`src/rtl/branch_pkg.sv`:
```
// Shared branch condition codes, flag bit positions and sequencer states
// for branch_sequencer and cond_eval.
package branch_pkg;

    localparam logic [3:0] BR_Z    = 4'd0;
    localparam logic [3:0] BR_C    = 4'd1;
    localparam logic [3:0] BR_NZNC = 4'd2;
    localparam logic [3:0] BR_LT   = 4'd3;
    localparam logic [3:0] BR_GT   = 4'd4;
    localparam logic [3:0] BR_AL   = 4'd5;
    localparam logic [3:0] BR_CALL = 4'd6;
    localparam logic [3:0] BR_RET  = 4'd7;

    // Flag register layout is {C,Z,V,S} from bit 3 down to bit 0.
    localparam int FLG_S = 0;
    localparam int FLG_V = 1;
    localparam int FLG_Z = 2;
    localparam int FLG_C = 3;

    typedef enum logic [1:0] {
        ST_RUN      = 2'd0,
        ST_REDIRECT = 2'd1,
        ST_HALT     = 2'd2
    } state_t;

endpackage

```
`src/rtl/cond_eval.sv`:
```
// Combinational branch condition decoder over the registered ALU flags.
// CALL/RET codes resolve as taken only when CALL_STACK_EN is defined.
module cond_eval
    import branch_pkg::*;
(
    input  logic [3:0] flags,
    input  logic [3:0] br_type,
    output logic       cond_true
);

    always_comb begin
        cond_true = 1'b0;
        case (br_type)
            BR_Z:    cond_true = flags[FLG_Z];
            BR_C:    cond_true = flags[FLG_C];
            BR_NZNC: cond_true = ~flags[FLG_Z] & ~flags[FLG_C];
            BR_LT:   cond_true = flags[FLG_S] ^ flags[FLG_V];
            BR_GT:   cond_true = ~(flags[FLG_S] ^ flags[FLG_V]) & ~flags[FLG_Z];
            BR_AL:   cond_true = 1'b1;
`ifdef CALL_STACK_EN
            BR_CALL: cond_true = 1'b1;
            BR_RET:  cond_true = 1'b1;
`endif
            default: cond_true = 1'b0;
        endcase
    end

endmodule

```
`src/rtl/branch_sequencer.sv`:
```
// Fetch-stage PC sequencer: flag register, branch resolution, redirect/flush and halt.
// Define CALL_STACK_EN to add the RAS_DEPTH-entry return-address stack for CALL/RET.
module branch_sequencer
    import branch_pkg::*;
#(
    parameter int              PC_W      = 8,
    parameter logic [PC_W-1:0] RESET_VEC = '0,
    parameter int              FLUSH_CYC = 2,
    parameter int              RAS_DEPTH = 4
) (
    input  logic            clk,
    input  logic            rst,
    input  logic            stall,
    input  logic [3:0]      flags_in,
    input  logic            flags_we,
    input  logic            br_valid,
    input  logic [3:0]      br_type,
    input  logic [PC_W-1:0] br_target,
    output logic            br_ready,
    input  logic            halt_req,
    input  logic            resume,
    output logic [PC_W-1:0] pc,
    output logic            fetch_en,
    output logic            flush,
    output logic            taken_q,
    output logic            ras_err
);

    state_t          state_q, state_d;
    logic [PC_W-1:0] pc_q, pc_d;
    logic [3:0]      flags_q, flags_d;
    logic [2:0]      cnt_q, cnt_d;
    logic            halt_pend_q, halt_pend_d;
    logic            taken_d;
    logic            cond_true;
    logic            br_take;
    logic [PC_W-1:0] pc_inc;
    logic [PC_W-1:0] redirect_pc;

    cond_eval u_cond_eval (
        .flags     (flags_q),
        .br_type   (br_type),
        .cond_true (cond_true)
    );

    assign pc_inc   = pc_q + PC_W'(1);
    assign br_ready = (state_q == ST_RUN) & ~stall;
    // A pending halt request pre-empts any branch offered in the same cycle.
    assign br_take  = br_ready & br_valid & cond_true & ~halt_req;
    assign pc       = pc_q;
    assign fetch_en = (state_q == ST_RUN);
    assign flush    = (state_q == ST_REDIRECT);

`ifdef CALL_STACK_EN
    localparam int SP_W  = (RAS_DEPTH > 1) ? $clog2(RAS_DEPTH) : 1;
    localparam int CNT_W = $clog2(RAS_DEPTH + 1);

    logic [PC_W-1:0]  ras_mem [RAS_DEPTH];
    logic [SP_W-1:0]  sp_q, sp_d, sp_next, sp_prev;
    logic [CNT_W-1:0] ras_cnt_q, ras_cnt_d;
    logic             ras_push;
    logic             ras_err_q, ras_err_d;

    // Circular stack: when full, the slot at sp_q holds the oldest entry.
    assign sp_next = (sp_q == SP_W'(RAS_DEPTH - 1)) ? '0 : sp_q + SP_W'(1);
    assign sp_prev = (sp_q == '0) ? SP_W'(RAS_DEPTH - 1) : sp_q - SP_W'(1);

    always_comb begin
        sp_d        = sp_q;
        ras_cnt_d   = ras_cnt_q;
        ras_push    = 1'b0;
        ras_err_d   = 1'b0;
        redirect_pc = br_target;
        if (br_take && (br_type == BR_CALL)) begin
            ras_push = 1'b1;
            sp_d     = sp_next;
            if (ras_cnt_q == CNT_W'(RAS_DEPTH)) begin
                ras_err_d = 1'b1;
            end else begin
                ras_cnt_d = ras_cnt_q + CNT_W'(1);
            end
        end else if (br_take && (br_type == BR_RET)) begin
            if (ras_cnt_q == '0) begin
                ras_err_d = 1'b1;
            end else begin
                redirect_pc = ras_mem[sp_prev];
                sp_d        = sp_prev;
                ras_cnt_d   = ras_cnt_q - CNT_W'(1);
            end
        end
    end

    always_ff @(posedge clk) begin
        if (rst) begin
            sp_q      <= '0;
            ras_cnt_q <= '0;
            ras_err_q <= 1'b0;
        end else begin
            sp_q      <= sp_d;
            ras_cnt_q <= ras_cnt_d;
            ras_err_q <= ras_err_d;
        end
    end

    always_ff @(posedge clk) begin
        if (ras_push) begin
            ras_mem[sp_q] <= pc_inc;
        end
    end

    assign ras_err = ras_err_q;
`else
    logic unused_ras_cfg;

    assign redirect_pc    = br_target;
    assign ras_err        = 1'b0;
    assign unused_ras_cfg = (RAS_DEPTH > 0);
`endif

    always_comb begin
        state_d     = state_q;
        pc_d        = pc_q;
        cnt_d       = cnt_q;
        halt_pend_d = halt_pend_q;
        taken_d     = 1'b0;
        flags_d     = flags_we ? flags_in : flags_q;
        case (state_q)
            ST_RUN: begin
                if (halt_req) begin
                    state_d = ST_HALT;
                end else if (br_take) begin
                    pc_d    = redirect_pc;
                    taken_d = 1'b1;
                    cnt_d   = 3'(FLUSH_CYC - 1);
                    state_d = ST_REDIRECT;
                end else if (!stall) begin
                    pc_d = pc_inc;
                end
            end
            ST_REDIRECT: begin
                // The flush always runs to completion; a halt seen meanwhile is deferred.
                if (cnt_q == '0) begin
                    state_d     = (halt_pend_q | halt_req) ? ST_HALT : ST_RUN;
                    halt_pend_d = 1'b0;
                end else begin
                    cnt_d       = cnt_q - 3'd1;
                    halt_pend_d = halt_pend_q | halt_req;
                end
            end
            ST_HALT: begin
                if (resume) begin
                    state_d = ST_RUN;
                end
            end
            default: state_d = ST_RUN;
        endcase
    end

    always_ff @(posedge clk) begin
        if (rst) begin
            state_q     <= ST_RUN;
            pc_q        <= RESET_VEC;
            flags_q     <= '0;
            cnt_q       <= '0;
            halt_pend_q <= 1'b0;
            taken_q     <= 1'b0;
        end else begin
            state_q     <= state_d;
            pc_q        <= pc_d;
            flags_q     <= flags_d;
            cnt_q       <= cnt_d;
            halt_pend_q <= halt_pend_d;
            taken_q     <= taken_d;
        end
    end

endmodule

```
`config.mk`:
```
export PLATFORM = sky130hd
export DESIGN_NAME = branch_sequencer
export DESIGN_NICKNAME = d
export VERILOG_FILES = /design/src/rtl/branch_pkg.sv /design/src/rtl/cond_eval.sv /design/src/rtl/branch_sequencer.sv
export SDC_FILE = /design/constraint.sdc
export NUM_CORES = 1
export LEC_CHECK = 0
export BUFFER_PORTS_ARGS = -buffer_cell sky130_fd_sc_hd__buf_2
export CORE_AREA = 3 3 50 52
export DETAILED_ROUTE_END_ITERATION = 10
export DIE_AREA = 0 0 53 55
export GPL_ROUTABILITY_DRIVEN = 0
export PLACE_DENSITY_LB_ADDON = 0.12
export SYNTH_ARGS = -nofsm -noshare
export SYNTH_HDL_FRONTEND = slang
export SYNTH_SLANG_ARGS = --single-unit
```
`constraint.sdc`:
```
create_clock -name clk -period 3.5 [get_ports clk]
set_input_delay 0.175 -clock clk [delete_from_list [all_inputs] [get_ports clk]]
set_output_delay 0.175 -clock clk [all_outputs]
set_load 0.01 [all_outputs]
```
Yosys cells after proc, flatten, opt, wreduce, memory -nomap -nowiden
Cells that the tools add are included.
{"block": "word_totals", "regBits": 19, "latch_bits": 0, "ram_bits": 0, "mem_bits_ro": 0, "in_bits": 23, "output_inout_bits": 13, "word_cells": 59, "memories": 0}
{"block": "classes", "n_addsub": 2, "mul": 0, "n_div": 0, "n_lt_le_gt_ge": 0, "n_eq_ne": 14, "shifts": 0, "muxes": 15, "n_bitwise": 14, "reduce_logical": 8}
{"op": "$mux W8", "count": 2}
{"op": "$mux W2", "count": 5}
{"op": "$mux W3", "count": 3}
{"op": "$add A8 B1 Y8 const B", "count": 1}
{"op": "$eq A4 B2 Y1 const B", "count": 2}
{"op": "$eq A4 B3 Y1 const B", "count": 2}
{"op": "$and A1 B1 Y1", "count": 6}
{"op": "$ne A2 B1 Y1 const B", "count": 3}
{"op": "$ne A2 B2 Y1 const B", "count": 3}
{"op": "$not A1 Y1", "count": 6}
{"op": "$pmux W1 S6", "count": 1}
{"op": "$pmux W2 S3", "count": 1}
{"op": "$pmux W3 S2", "count": 1}
{"op": "$reduce_and A3 Y1", "count": 2}
{"op": "$eq A4 B1 Y1 const B", "count": 1}
{"op": "$logic_not A4 Y1", "count": 1}
{"op": "$reduce_and A4 Y1", "count": 1}
{"op": "$logic_not A3 Y1", "count": 1}
{"op": "$ne A3 B2 Y1 const B", "count": 1}
{"op": "$reduce_or A3 Y1", "count": 1}
{"op": "$sub A3 B1 Y3 const B", "count": 1}
{"op": "$eq A2 B1 Y1 const B", "count": 1}
{"op": "$eq A2 B2 Y1 const B", "count": 1}
{"op": "$logic_not A2 Y1", "count": 1}
{"op": "other kinds (4)", "count": 5}

Logic depth before layout (Yosys ltp)
{"block": "depth", "depth_word": 9, "ltp_mapped": 7, "ltp_nobuf": 7}

Modules after synthesis
A second synthesis with hierarchy kept.
{"block": "hier_totals", "hier_cells": 127, "hier_area_um2": 1041.0}
{"mod": "branch_sequencer", "instances": 1, "cells_per_inst": 118, "area_each_um2": 980.9, "seq_area_each_um2": 380.4}
{"mod": "cond_eval", "instances": 1, "cells_per_inst": 9, "area_each_um2": 60.1, "seq_area_each_um2": 0.0}

Worst setup path before layout
OpenSTA, ideal clock, no wires.
{"block": "synth_path", "path_type": "reg2reg", "from": "register flags_q[2]", "to": "register pc_q[6] (netlist: pc[6])", "setup_time_ns": 0.074, "arrival_ns": 1.633, "required_ns": 3.426, "slack_ns": 1.792, "path_stages_with_launch": 6, "n_path_buf": 0, "period_less_slack_ns": 1.708, "cell_sequence": "dfxtp_1 -> mux2_4 -> o311a_1 -> a21boi_4 -> or4_1 -> a31oi_1"}
{"block": "synth_via", "elab_chain_len": 7, "elab_cells_between_ends": 9, "classes_between": "eq/ne: 1; mux: 2; bitwise: 5; reduce/logical: 1"}
{"element": "start: declaration", "line": "branch_sequencer.sv:31", "text": "logic [3:0] flags_q, flags_d;"}
{"element": "start signal: assignment", "line": "branch_sequencer.sv:170", "text": "flags_q <= flags_d;"}
{"element": "$not A1 Y1", "line": "cond_eval.sv:16, cond_eval.sv:18"}
{"element": "$and A1 B1 Y1 (on tied branches)", "line": "cond_eval.sv:18, cond_eval.sv:16"}
{"element": "$pmux W1 S6 (*)", "line": "cond_eval.sv:13", "text": "case (br_type)"}
{"element": "$and A1 B1 Y1 (*) (2 in series)", "line": "branch_sequencer.sv:49", "text": "assign br_take = br_ready & br_valid & cond_true & ~halt_req;"}
{"element": "$ne A2 B1 Y1 (no source line)"}
{"element": "$reduce_and A3 Y1 (no source line)"}
{"element": "end signal: assignment", "line": "branch_sequencer.sv:169", "text": "pc_q <= pc_d;"}
{"element": "end: declaration", "line": "branch_sequencer.sv:30", "text": "logic [PC_W-1:0] pc_q, pc_d;"}
Every way passes the cells marked *; elsewhere a longest branch is shown, timed or not.
A chain may end at the register's enable or synchronous reset.

Worst setup path in the final report
{"block": "layout_path", "from": "register state_q[1]", "to": "register cnt_q[0]"}
{"block": "layout_via", "elab_chain_len": 7, "elab_cells_between_ends": 12, "classes_between": "eq/ne: 4; mux: 1; bitwise: 4; reduce/logical: 3"}
{"element": "start: declaration", "line": "branch_sequencer.sv:29", "text": "state_t state_q, state_d;"}
{"element": "start signal: assignment", "line": "branch_sequencer.sv:168", "text": "state_q <= state_d;"}
{"element": "$logic_not A2 Y1", "line": "branch_sequencer.sv:47, branch_sequencer.sv:127"}
{"element": "$and A1 B1 Y1", "line": "branch_sequencer.sv:47", "text": "assign br_ready = (state_q == ST_RUN) & ~stall;"}
{"element": "$and A1 B1 Y1 (3 in series)", "line": "branch_sequencer.sv:49"}
{"element": "$ne A2 B1 Y1 (no source line)"}
{"element": "$reduce_and A4 Y1 (no source line)"}
{"element": "end signal: assignment", "line": "branch_sequencer.sv:171", "text": "cnt_q <= cnt_d;"}
{"element": "end: declaration", "line": "branch_sequencer.sv:32", "text": "logic [2:0] cnt_q, cnt_d;"}
Several ways; a longest one is shown, not always the timed one.

==> results.toml <==
[sta]
finalMaxSlewViolations = 0
finalSetupTns_ns = 0
setup_viol_count_final = 0
timing.final.crit_period_ns = 1.86
fin_worst_skew_ns = 0.00313
rsz_0062_raised_after_global_routing = "false"
layout_worst_path_cycle_share = 0.531
max_freq_mhz = 538
hold_viol_final = 0

[grt]
vias_in_the_first_global_route = 891
grt_antenna_before_repair = 0
grt_use_total = 0.172
maximum_number_of_pins_on_one_net_before_global_route_repair = 20
gr-total-overflow = 0
grt_first_pass_wirelength_mm = 3.77

[power]
post-layout-total-power_uw = 432
p_per_area_nw_per_um2 = 344
leakage_nw = 0.527
peak_vdd_ir_v = 0.000203

[logic_synthesis]
mappedNetlistArea_um2 = 1050
synth_top_area_cell = "dfxtp_1"
post_synth_top_flop = "dfxtp_1"
yosysSeqAreaShare = 0.361
synth_area_leaders = "dfxtp_1 (36%), nor2_1 (5.0%), mux2i_1 (4.8%)"
ys_ff_latch = 19
synth_area_per_cell_um2 = 8.43
ys.warnings.count = 0
synth_edf_count = 0
synth.net_count = 151
post_synth_num_cell_types = 38
netlist.area_leader.share = 0.361
ys_async_sr_fraction = 0
syn-instance-count = 125

[worst_setup_path]
cp-start-kind = "register"
r2r-start = "state_q[1]$_SDFFE_PP0P_"
element_type_at_the_critical_path_end = "register"
critical_path_at_ns = 2.09
worst-path-max-fanout = 9
timing.critical_path.required_ns = 3.73
criticalPathCategory = "register to register"
crit_start = "state_q[1]$_SDFFE_PP0P_"
reg2regPathDepth = 5

[floorplan]
coreArea_um2 = 2150
row_count = 17
floorplan.initialDensity = 0.490
floorplan.die_area_um2 = 2920
floorplan.die.height_um = 55
die_width_um = 53
pin_count = 36

[routing]
route.detailed.drc = 0
met1Wirelength_mm = 1.04
dr.first_iter.drc_count = 14
final_antenna_net_count = 0
met2_length_mm = 1.11
wirelength_mm = 2.27
drt_pre_antenna_iters = 4
routed_via_density = 5.33
wl_met3_um = 107
routedWlPerCell_um = 12.4
detailroute.via_count = 981
routed.top_layer = "met4"

[job]
max-cap-violations = 0

[worst_hold_path]
timing.hold.worst.class = "primary input to register"
hold_path_depth = 3
timing.hold.worst.start = "flags_in[3]"

[layout]
nets = 183
post_layout_inst_area_um2 = 1250
flow.area_growth_from_synthesis_pct = 19.1
leading_cell_types_in_the_layout_fill_and_taps_excluded = "buf_2 (34), dfxtp_1 (19), nor2_1 (14)"
layout.cells.most_common = "buf_2"
post_route_cells_drive_above_1_share = 0.276
antennaDiodeCount = 0
total_of_fill_cells_in_the_finished_design = 222

[clock_tree]
clk_pin_slew_ns = 0.12
tritoncts_clock_tree = "built"
postCtsSetupRepairBufs = 0
cts-buffers-inserted = 3
cts_max_level = 1
postCtsResizedCells = 0
ctsLongestPathBuffers = 2
latest_clock_arrival_within_the_worst_skew_pair_ns = 0.30
clock-root-buffer = "clkbuf_4"
postCtsHoldBufs = 0
cts.sinks = 19

[place]
place_area_um2 = 1230
post-dp-hpwl_mm = 1.65
portBuffers = 34

[outcome]
run_status = "completed"
[worst max-delay path, stage by stage, from the launching register on]
cell      delay, ns
dfxtp_1        0.41
nor4_4         0.50
o311a_1        0.26
a21boi_4       0.32
nor3_1         0.09
a211oi_1       0.21
[per-layer routing]
layer	vias up	global-route usage
li1	512	-
met1	448	0.223
met2	19	0.289
met3	2	0.0241
met4	0	0.0681
met5	-	0
[layout make-up]
class | instances | area [um^2] | share of cell area
multi-input cells | 92 | 616 | 0.491
flip-flops and latches | 19 | 380 | 0.303
repair buffers | 34 | 170 | 0.136
well taps | 28 | 35.0 | 0.0279
inverters | 7 | 26.3 | 0.0209
clock buffers | 3 | 22.5 | 0.0179
clock inverters | 1 | 5.00 | 0.00399
[cell usage after synthesis, types with 2 or more instances]
master / n
o21ai_1: 4
inv_1: 7
clkbuf_1: 4
mux2i_1: 5
a31oi_1: 6
a22oi_1: 3
nor3_1: 5
dfxtp_1: 19
or4_1: 2
nand2_1: 4
ha_1: 3
nand3_1: 8
o31ai_1: 2
nor2b_1: 5
a211oi_1: 4
a21oi_1: 8
and3_1: 2
nor2_1: 14
[power by group]
group | total, mW | switching, mW | internal (mW)
registers | 0.238 | 0.0112 | 0.226
logic | 0.0758 | 0.0396 | 0.0363
clock network | 0.118 | 0.0759 | 0.0426
total | 0.432 | 0.127 | 0.305
[state kept, by name, indices dropped and copies added (netlist names)]
register,cells
taken_q,1
pc,8
state_q,2
cnt_q,3
halt_pend_q,1
flags_q,4
[cell families (layout without fill, tap and decap cells)]
group	after synthesis	after routing	synth area share
XOR/XNOR	2	2	0.0166
other	1	1	0.00356
AO/OA/AOI/OAI	32	32	0.207
AND/OR/NAND/NOR	47	47	0.239
adder cells (fa/ha/maj)	3	3	0.0356
multiplexers	7	7	0.0831
buffers and inverters	14	45	0.0546
flip-flops	19	19	0.361
[through the flow]
step	hold WS, ns	setup WS [ns]	util	std cells
2_1_floorplan	0.322	1.79	-	125
3_3_place_gp	0.410	1.70	0.571	180
3_5_place_dp	0.421	1.66	0.571	180
4_1_cts	0.0992	1.62	0.584	184
5_1_grt	0.119	1.46	0.584	184
6_report	0.101	1.64	0.584	184
[worst paths after layout]
check | endpoint | slack (ns)
worst max-delay path | cnt_q[0]$_SDFFE_PP0P_ | 1.64
worst min-delay path | flags_q[3]$_SDFFE_PP0P_ | 0.10
worst max register to register | cnt_q[0]$_SDFFE_PP0P_ | 1.64
worst min register to register | cnt_q[0]$_SDFFE_PP0P_ | 0.48
(Power assumes the default switching activity.)
